==> config.mk <==
export PLATFORM = sky130hd
export DESIGN_NAME = bayer_stream_gen
export DESIGN_NICKNAME = d
export VERILOG_FILES = /design/src/rtl/bayer_gen_pkg.sv /design/src/rtl/bayer_pattern_lut.sv /design/src/rtl/bayer_stream_gen.sv
export SDC_FILE = /design/constraint.sdc
export NUM_CORES = 1
export LEC_CHECK = 0
export CORE_ASPECT_RATIO = 1.75
export CORE_MARGIN = 3
export CORE_UTILIZATION = 50
export DETAILED_ROUTE_END_ITERATION = 10
export PLACE_DENSITY = 0.74
export SYNTH_ARGS = -nofsm -noshare
export SYNTH_HDL_FRONTEND = slang
export SYNTH_SLANG_ARGS = --single-unit
==> constraint.sdc <==
create_clock -name iCLK -period 3.1 [get_ports iCLK]
set_input_delay 0.775 -clock iCLK [delete_from_list [all_inputs] [get_ports iCLK]]
set_output_delay 0.775 -clock iCLK [all_outputs]
set_load 0.05 [all_outputs]
==> src/rtl/bayer_gen_pkg.sv <==
// -----------------------------------------------------------------------------
// bayer_gen_pkg
// Shared types and constants for the synthetic Bayer stream generator.
//   state_e : generator FSM states
//   mode_e  : test-pattern selector values (matches the iMODE encoding)
//   LFSR_*  : seed and Galois tap mask of the optional pixel-noise LFSR
//             (used only when BAYER_GEN_NOISE_EN is defined)
// -----------------------------------------------------------------------------
package bayer_gen_pkg;

   typedef enum logic [1:0] {
      IDLE   = 2'd0,
      ACTIVE = 2'd1,
      HBLANK = 2'd2,
      VBLANK = 2'd3
   } state_e;

   typedef enum logic [1:0] {
      MODE_CONST = 2'd0,
      MODE_HRAMP = 2'd1,
      MODE_VRAMP = 2'd2,
      MODE_CHECK = 2'd3
   } mode_e;

   // x^16 + x^14 + x^13 + x^11 + 1 in right-shifting Galois form.
   localparam logic [15:0] LFSR_SEED = 16'hACE1;
   localparam logic [15:0] LFSR_TAPS = 16'hB400;

   function automatic logic [15:0] lfsr_step(input logic [15:0] s);
      return s[0] ? ((s >> 1) ^ LFSR_TAPS) : (s >> 1);
   endfunction

endpackage

==> src/rtl/bayer_pattern_lut.sv <==
// -----------------------------------------------------------------------------
// bayer_pattern_lut
// Combinational test-pattern function: (mode, x, y, const) -> pixel.
//   mode_i  : pattern select (mode_e)
//   x_i/y_i : 11-bit pixel coordinates
//   const_i : value emitted in MODE_CONST
//   pix_o   : pixel value, DATA_W bits (DATA_W >= 2)
// -----------------------------------------------------------------------------
module bayer_pattern_lut
   import bayer_gen_pkg::*;
#(
   parameter int DATA_W = 12
) (
   input  mode_e             mode_i,
   input  logic [10:0]       x_i,
   input  logic [10:0]       y_i,
   input  logic [DATA_W-1:0] const_i,
   output logic [DATA_W-1:0] pix_o
);

   localparam logic [DATA_W-1:0] MID = {1'b1, {(DATA_W-1){1'b0}}};

   // NOTE: every output of a combinational block gets a default first so no
   // path through the case statement can leave it unassigned (a latch).
   always_comb begin
      pix_o = '0;
      case (mode_i)
         MODE_CONST: pix_o = const_i;
         MODE_HRAMP: pix_o = DATA_W'(x_i);
         MODE_VRAMP: pix_o = DATA_W'(y_i);
         default: begin
            // Bayer site {row parity, column parity}: G R / B G.
            case ({y_i[0], x_i[0]})
               2'b01:   pix_o = '1;
               2'b10:   pix_o = '0;
               default: pix_o = MID;
            endcase
         end
      endcase
   end

endmodule

==> src/rtl/bayer_stream_gen.sv <==
// -----------------------------------------------------------------------------
// bayer_stream_gen
// Synthetic raw-Bayer pixel source with capture-front-end line/frame timing.
//   iCLK, iRST     : clock, asynchronous active-high reset
//   iSTART         : start pulse, honoured only while idle
//   iSTOP          : stop request, latched, honoured at end of frame
//   iMODE, iCONST  : pattern select (captured per frame) and constant value
//   oX_Cont/oY_Cont: pixel column / row
//   oDATA, oDVAL   : pixel value and valid
//   oLVAL, oFVAL   : line valid, frame valid
//   oFrame_Cnt     : completed frames (wraps)
//   oBUSY          : generator not idle
// Optional: define BAYER_GEN_NOISE_EN to XOR a 16-bit LFSR's low nibble into
// every valid pixel.
// -----------------------------------------------------------------------------
module bayer_stream_gen
   import bayer_gen_pkg::*;
#(
   parameter int H_ACTIVE = 1280,
   parameter int V_ACTIVE = 960,
   parameter int H_BLANK  = 16,
   parameter int V_BLANK  = 4,
   parameter int DATA_W   = 12
) (
   input  logic              iCLK,
   input  logic              iRST,
   input  logic              iSTART,
   input  logic              iSTOP,
   input  logic [1:0]        iMODE,
   input  logic [DATA_W-1:0] iCONST,
   output logic [10:0]       oX_Cont,
   output logic [10:0]       oY_Cont,
   output logic [DATA_W-1:0] oDATA,
   output logic              oDVAL,
   output logic              oLVAL,
   output logic              oFVAL,
   output logic [15:0]       oFrame_Cnt,
   output logic              oBUSY
);

   localparam int LINE_CYC = H_ACTIVE + H_BLANK;
   localparam int VB_CYC   = V_BLANK * LINE_CYC;
   localparam int CNT_W    = $clog2(VB_CYC + 1);

   localparam logic [10:0]      X_LAST   = 11'(H_ACTIVE - 1);
   localparam logic [10:0]      Y_LAST   = 11'(V_ACTIVE - 1);
   localparam logic [CNT_W-1:0] HB_LOAD  = CNT_W'(H_BLANK);
   localparam logic [CNT_W-1:0] VB_LOAD  = CNT_W'(VB_CYC);
   localparam logic [CNT_W-1:0] CNT_ONE  = CNT_W'(1);

   state_e            state_q, state_d;
   mode_e             mode_q, mode_d;
   logic [10:0]       x_q, x_d, y_q, y_d;
   logic [CNT_W-1:0]  cnt_q, cnt_d;
   logic              stop_q, stop_d;
   logic              frame_inc;
   logic [DATA_W-1:0] pix, pix_out;

   // Next-state logic. The blank counter is loaded with the blank length and
   // the phase ends on the cycle it reads one, giving exactly that many cycles.
   always_comb begin
      state_d   = state_q;
      mode_d    = mode_q;
      x_d       = x_q;
      y_d       = y_q;
      cnt_d     = cnt_q;
      stop_d    = stop_q;
      frame_inc = 1'b0;
      case (state_q)
         IDLE: begin
            // A stop arriving with the start is deliberately not latched.
            if (iSTART) begin
               state_d = ACTIVE;
               x_d     = '0;
               y_d     = '0;
               mode_d  = mode_e'(iMODE);
            end
         end
         ACTIVE: begin
            stop_d = stop_q | iSTOP;
            // Compare before increment so H_ACTIVE = 2048 never wraps x.
            if (x_q == X_LAST) begin
               state_d = HBLANK;
               cnt_d   = HB_LOAD;
            end else begin
               x_d = x_q + 11'd1;
            end
         end
         HBLANK: begin
            stop_d = stop_q | iSTOP;
            if (cnt_q == CNT_ONE) begin
               if (y_q == Y_LAST) begin
                  state_d   = VBLANK;
                  cnt_d     = VB_LOAD;
                  frame_inc = 1'b1;
               end else begin
                  state_d = ACTIVE;
                  x_d     = '0;
                  y_d     = y_q + 11'd1;
               end
            end else begin
               cnt_d = cnt_q - CNT_ONE;
            end
         end
         default: begin // VBLANK
            if (cnt_q == CNT_ONE) begin
               if (stop_q | iSTOP) begin
                  state_d = IDLE;
                  stop_d  = 1'b0;
               end else begin
                  state_d = ACTIVE;
                  x_d     = '0;
                  y_d     = '0;
                  mode_d  = mode_e'(iMODE);
               end
            end else begin
               cnt_d  = cnt_q - CNT_ONE;
               stop_d = stop_q | iSTOP;
            end
         end
      endcase
   end

   // Pattern is evaluated on next-state coordinates so oDATA lines up with
   // the registered X/Y of the same cycle.
   bayer_pattern_lut #(.DATA_W(DATA_W)) u_lut (
      .mode_i (mode_d),
      .x_i    (x_d),
      .y_i    (y_d),
      .const_i(iCONST),
      .pix_o  (pix)
   );

`ifdef BAYER_GEN_NOISE_EN
   logic [15:0] lfsr_q;

   // Steps once per emitted pixel, after its low nibble has been used.
   always_ff @(posedge iCLK or posedge iRST) begin
      if (iRST)                  lfsr_q <= LFSR_SEED;
      else if (state_d == ACTIVE) lfsr_q <= lfsr_step(lfsr_q);
   end

   assign pix_out = pix ^ {{(DATA_W-4){1'b0}}, lfsr_q[3:0]};
`else
   assign pix_out = pix;
`endif

   // NOTE: sequential state uses non-blocking assignments only, so every
   // register samples pre-edge values regardless of statement order.
   always_ff @(posedge iCLK or posedge iRST) begin
      if (iRST) begin
         state_q    <= IDLE;
         mode_q     <= MODE_CONST;
         x_q        <= '0;
         y_q        <= '0;
         cnt_q      <= '0;
         stop_q     <= 1'b0;
         oX_Cont    <= '0;
         oY_Cont    <= '0;
         oDATA      <= '0;
         oDVAL      <= 1'b0;
         oLVAL      <= 1'b0;
         oFVAL      <= 1'b0;
         oFrame_Cnt <= '0;
         oBUSY      <= 1'b0;
      end else begin
         state_q    <= state_d;
         mode_q     <= mode_d;
         x_q        <= x_d;
         y_q        <= y_d;
         cnt_q      <= cnt_d;
         stop_q     <= stop_d;
         oX_Cont    <= x_d;
         oY_Cont    <= y_d;
         oDATA      <= (state_d == ACTIVE) ? pix_out : '0;
         oDVAL      <= (state_d == ACTIVE);
         oLVAL      <= (state_d == ACTIVE);
         oFVAL      <= (state_d == ACTIVE) || (state_d == HBLANK);
         oBUSY      <= (state_d != IDLE);
         if (frame_inc) oFrame_Cnt <= oFrame_Cnt + 16'd1;
      end
   end

endmodule

---- Word-level counts from Yosys, hierarchy flattened ----
Cells that the tools add are included.
W data, S select, Z words.
storage, ports and cells
  register bits ........................... 71
  input port bits ......................... 18
operators by class
  add/subtract/negate cells ............... 4
  equal/unequal tests ..................... 15
  multiplexer cells ....................... 38
  bitwise gates (word level) .............. 2
  reductions and logical operators ........ 7
operators with widths
  kind                     count
  $mux W11                 11
  $pmux W11 S3             2
  $mux W13                 4
  $pmux W13 S3             1
  $pmux W12 S3             1
  $pmux W12 S2             1
  $add A11 B1 Y11 const B  2
  $add A16 B1 Y16 const B  1
  $mux W2                  8
  $eq A13 B1 Y1 const B    1
  $sub A13 B1 Y13 const B  1
  $mux W12                 1
  $eq A11 B10 Y1 const B   1
  $eq A11 B11 Y1 const B   1
  $eq A2 B1 Y1 const B     4
  $eq A2 B2 Y1 const B     4
  $mux W1                  6
  $ne A3 B3 Y1 const B     2
  $pmux W2 S3              1
  $logic_not A2 Y1         2
  $pmux W2 S2              1
  $reduce_and A4 Y1        1
  $ne A3 B1 Y1 const B     1
  $ne A2 B2 Y1 const B     1
  7 further kinds          7

---- Logic depth before layout (Yosys ltp) ----
  depth in word-level cells ............... 8
  gate-level depth with buffers ........... 11
  gate-level depth less buffers ........... 11

---- Hierarchy ----
Synthesis repeated with hierarchy kept, for this count alone.
unflattened totals
  cell total of the unflattened synthesis .. 446
  area total of the unflattened synthesis .. 4315.4 µm²
by module, submodules not included
  module             instances  cells each  area an instance (µm²)
  bayer_stream_gen   1          401         3950.0
  bayer_pattern_lut  1          45          365.4

---- Worst setup path after synthesis ----
No wires, ideal clock.
  kind .................................... reg2reg
  start point ............................. register x_q[1]
  end point ............................... register oDATA[10]
  library setup time ...................... 0.154 ns
  arrival time ............................ 2.436 ns
  path slack .............................. 0.510 ns
  cell stages (with the launch flop) ...... 12
  clock period less this slack ............ 2.590 ns
  cells stage by stage .................... dfrtp_1 -> ha_1 -> nand4_1 -> nor2_1 -> nand2_1 -> nand2_1 -> nor2_1 -> o22a_1 -> o31a_1 -> ha_1 -> nand2_4 -> a221oi_1
between the ends
  elaborated cells between the ends (all ways) .. 12
RTL lines
  element                 line                     source
  start, declared         bayer_stream_gen.sv:53   logic [10:0] x_q, x_d, y_q, y_d;
  start signal, assigned  bayer_stream_gen.sv:154  x_q <= '0;
  start signal, assigned  bayer_stream_gen.sv:169  x_q <= x_d;
  $eq A11 B11 Y1          bayer_stream_gen.sv:82   if (x_q == X_LAST) begin
  $mux W2                 bayer_stream_gen.sv:82
  $pmux W2 S3             bayer_stream_gen.sv:69   case (state_q)
  via state_d[0]          bayer_stream_gen.sv:51   state_e state_q, state_d;
  $eq A2 B1 Y1            bayer_stream_gen.sv:175  oDATA <= (state_d == ACTIVE) ? pix_out : '0;
  $mux W12                bayer_stream_gen.sv:175
  end signal, assigned    bayer_stream_gen.sv:175
  end, declared           bayer_stream_gen.sv:33   output logic [DATA_W-1:0] oDATA,
The timed path passes the listed nets, and every way through them passes these cells.
A chain may end at the register's enable or synchronous reset.

---- Worst setup path after layout ----
  start point ............................. register cnt_q[8]
  end point ............................... register oDATA[0]
between the ends
  elaborated cells between the ends (all ways) .. 21
RTL lines
  element                            line                                             source
  start, declared                    bayer_stream_gen.sv:54                           logic [CNT_W-1:0] cnt_q, cnt_d;
  start signal, assigned             bayer_stream_gen.sv:171                          cnt_q <= cnt_d;
  $eq A13 B1 Y1 *                    bayer_stream_gen.sv:91, bayer_stream_gen.sv:106
  $mux W2, on equally long branches  bayer_stream_gen.sv:106, bayer_stream_gen.sv:91
  $pmux W2 S3 *                      bayer_stream_gen.sv:69
  via state_d[0]                     bayer_stream_gen.sv:51
  $eq A2 B1 Y1 *                     bayer_stream_gen.sv:175
  $mux W12 *                         bayer_stream_gen.sv:175
Mark *: on every way through the listed nets, which the timed path passes. The rest lies on a longest branch.

==> load_flow_metrics.sql <==
INSERT INTO impl_metrics (metric_group, metric, value, unit) VALUES
('global_route', 'global_route.usage.met3', '0.03775', ''),
('yosys', 'combinational_family_with_the_most_area_after_synthesis', 'simple AND/OR/NAND/NOR gates', ''),
('placement', 'buffer_ports.inserted', '71', ''),
('clock_network', 'clock-root-buffer', 'clkbuf_16', ''),
('yosys', 'netlist_top_cells_area', 'dfrtp_1, nand2_1, o21ai_0, ha_1, nor2_1', ''),
('worst_setup_path', 'crit_required', '3330', 'ps'),
('global_route', 'globalRouteTotalUtil', '0.2545', ''),
('global_route', 'vias_in_the_first_global_route', '3769', ''),
('cells_and_area', 'postLayoutCoreUtil', '0.6744', ''),
('clock_network', 'clkTransAtPathRegs', '60', 'ps'),
('yosys', 'synth_top_cell_area_share', '0.4385', ''),
('clock_network', 'htreeDepth', '3', ''),
('sta', 'clock.fmax', '356.5', 'MHz'),
('sta', 'final.period_utilization', '0.9048', ''),
('global_route', 'grt_first_pass_wirelength', '18.26', 'mm'),
('yosys', 'synth_sequential_area_ratio', '0.4385', ''),
('worst_setup_path', 'path_type_of_the_worst_setup_path', 'register to register', ''),
('sta', 'final.setup.tns', '0', 'ps'),
('yosys', 'compound_gate_portion_of_the_synthesized_area', '0.2060', ''),
('placement', 'placed_area', '4933', 'um2'),
('pwr', 'power_per_cell_area', '832.8', 'nW/um2'),
('cells_and_area', 'final_net_count', '548', ''),
('clock_network', 'tritoncts_clock_tree', 'built', ''),
('global_route', 'grt.overflow.total', '0', ''),
('cells_and_area', 'fin_area', '5210', 'um2'),
('worst_hold_path', 'worst_hold_path_type', 'register to register', ''),
('global_route', 'grt_start_max_net_pins', '33', ''),
('placement', 'gp_congestion', '0.8790', ''),
('yosys', 'post_synth_mux_area_share', '0.01266', ''),
('sta', 'setup_viol', '0', ''),
('job', 'drv_cap', '0', ''),
('floorplanning', 'io_pins', '72', ''),
('routing', 'dr_iter_0_viols', '231', ''),
('status', 'outcome', 'finished, final reports clean', ''),
('yosys', 'yosysTopAreaCell', 'dfrtp_1', ''),
('pwr', 'vdd_drop_max', '0.4920', 'mV'),
('worst_setup_path', 'crit_path_max_fanout', '7', ''),
('pwr', 'static-leakage-power', '2.263', 'nW'),
('sta', 'final_max_slew_violation_count', '0', ''),
('clock_network', 'cts_setup_buffers', '0', ''),
('sta', 'hold_slack', '466.4', 'ps'),
('yosys', 'synthSimpleGateAreaFrac', '0.2338', ''),
('floorplanning', 'chipWidth', '74.05', 'um'),
('routing', 'detail_route.wl_per_cell', '18.61', 'um'),
('yosys', 'ys_types', '65', ''),
('cells_and_area', 'layout-drive-gt1-share', '0.09351', ''),
('routing', 'detail_route.vias_per_cell', '6.152', ''),
('sta', 'timing_worst_slew_pin_value', '677.0', 'ps'),
('sta', 'period_minus_slack', '2805', 'ps'),
('clock_network', 'cts-hold-fix-buffers', '0', ''),
('cells_and_area', 'number_of_standard_cells_in_the_layout_taps_in_and_fillers_out', '612', ''),
('cells_and_area', 'final_cell_mix', 'dfrtp_1, clkdlybuf4s50_1, nand2_1', ''),
('clock_network', 'cts.sinks', '71', ''),
('yosys', 'netlist_instances', '435', ''),
('sta', 'worst_relative_slew_slack', '0.5487', ''),
('yosys', 'dominant_synthesized_flop_cell', 'dfrtp_1', ''),
('routing', 'total_wirelength', '11.39', 'mm'),
('routing', 'drc', '0', ''),
('floorplanning', 'floorplan.core_area', '7725', 'um2'),
('yosys', 'syn-cell-area', '4051', 'um2'),
('clock_network', 'cts-buffers-inserted', '9', ''),
('placement', 'place_hpwl', '8.648', 'mm'),
('floorplanning', 'start_util', '0.5245', ''),
('global_route', 'grt_util_met2', '0.4629', ''),
('yosys', 'synth_xor_area_frac', '0.03891', ''),
('global_route', 'globalRoute.busiestLayer', 'met2', ''),
('global_route', 'globalRouteMet1Util', '0.2714', ''),
('clock_network', 'clock_tree_buf_depth', '2', ''),
('yosys', 'postSynthAreaPerCell', '9.314', 'um2'),
('yosys', 'synth_warnings', '0', ''),
('routing', 'drt.antenna.violating_nets', '0', '');
final cells by class:
class | count | area, um2
sequential | 71 | 1777
clock inverter | 5 | 33.78
clock buffer | 11 | 242.7
multi-input combinational | 330 | 2128
inverter | 20 | 75.07
timing repair buffer | 87 | 843.3
fill | 647 | 2515
tap | 88 | 110.1
flip-flops by register name, indices dropped and copies added, names as in the netlist, 2 cells and up:
| register | flops |
|---|---|
| y_q | 11 |
| cnt_q | 13 |
| oFrame_Cnt | 16 |
| mode_q | 2 |
| oDATA | 12 |
| state_q | 2 |
| x_q | 11 |
critical path, cell delays in order (launching register included):
cell and delay, ps:
dfrtp_1 460, or4_1 640, and4bb_2 360, nand2_1 150, o211ai_1 170, o31a_1 200
ha_1 320, o21ai_0 150, a221oi_1 250
through the flow:
step,power [W],setup WS [ps]
floorplan,0.002759,509.9
global placement,0.003341,173.5
detailed placement,0.003373,53.96
CTS,0.004329,278.0
global route,0.004563,78.63
finish,0.004339,295.2
cells by family after synthesis:
group                    after synthesis
AND/OR/NAND/NOR                      179
AO/OA/AOI/OAI                        117
flip-flops                            71
buffers and inverters                 34
XOR/XNOR                              18
adder cells (fa/ha/maj)               11
multiplexers                           5
routing by layer:
metal,vias to the layer above,wire length (um)
met4,0,422
met3,27,428
li1,1770,-
met5,-,0
met2,140,6321
met1,1828,4216
Yosys cell counts, types with 9 or more instances:
cell type,count
dfrtp_1,71
nand2_1,53
nor2_1,36
o21ai_0,30
inv_1,18
a21oi_1,17
nand3_1,12
nor3_1,12
clkbuf_1,11
ha_1,11
xnor2_1,11
a31oi_1,10
and3_1,9
nand4_1,9
power by group:
part | internal, W | switching [W] | leakage (nW)
clock | 0.000561 | 0.000395 | 0.132
combinational | 0.000742 | 0.00132 | 1.18
sequential | 0.00112 | 0.000198 | 0.952
total | 0.00243 | 0.00191 | 2.26
path summary, 6_finish.rpt:
kind	end	slack, ps	start	cells after the start
worst max register to register	oDATA[0]	300	cnt_q[8]	8
worst max-delay path	oDATA[0]	300	cnt_q[8]	8
max in group asynchronous	y_q[7]	1670	iRST	3
worst min register to register	oFrame_Cnt[15]	470	oFrame_Cnt[15]	1
worst min-delay path	oFrame_Cnt[15]	470	oFrame_Cnt[15]	1
min in group asynchronous	state_q[0]	840	iRST	2
(Power assumes the default switching activity.)
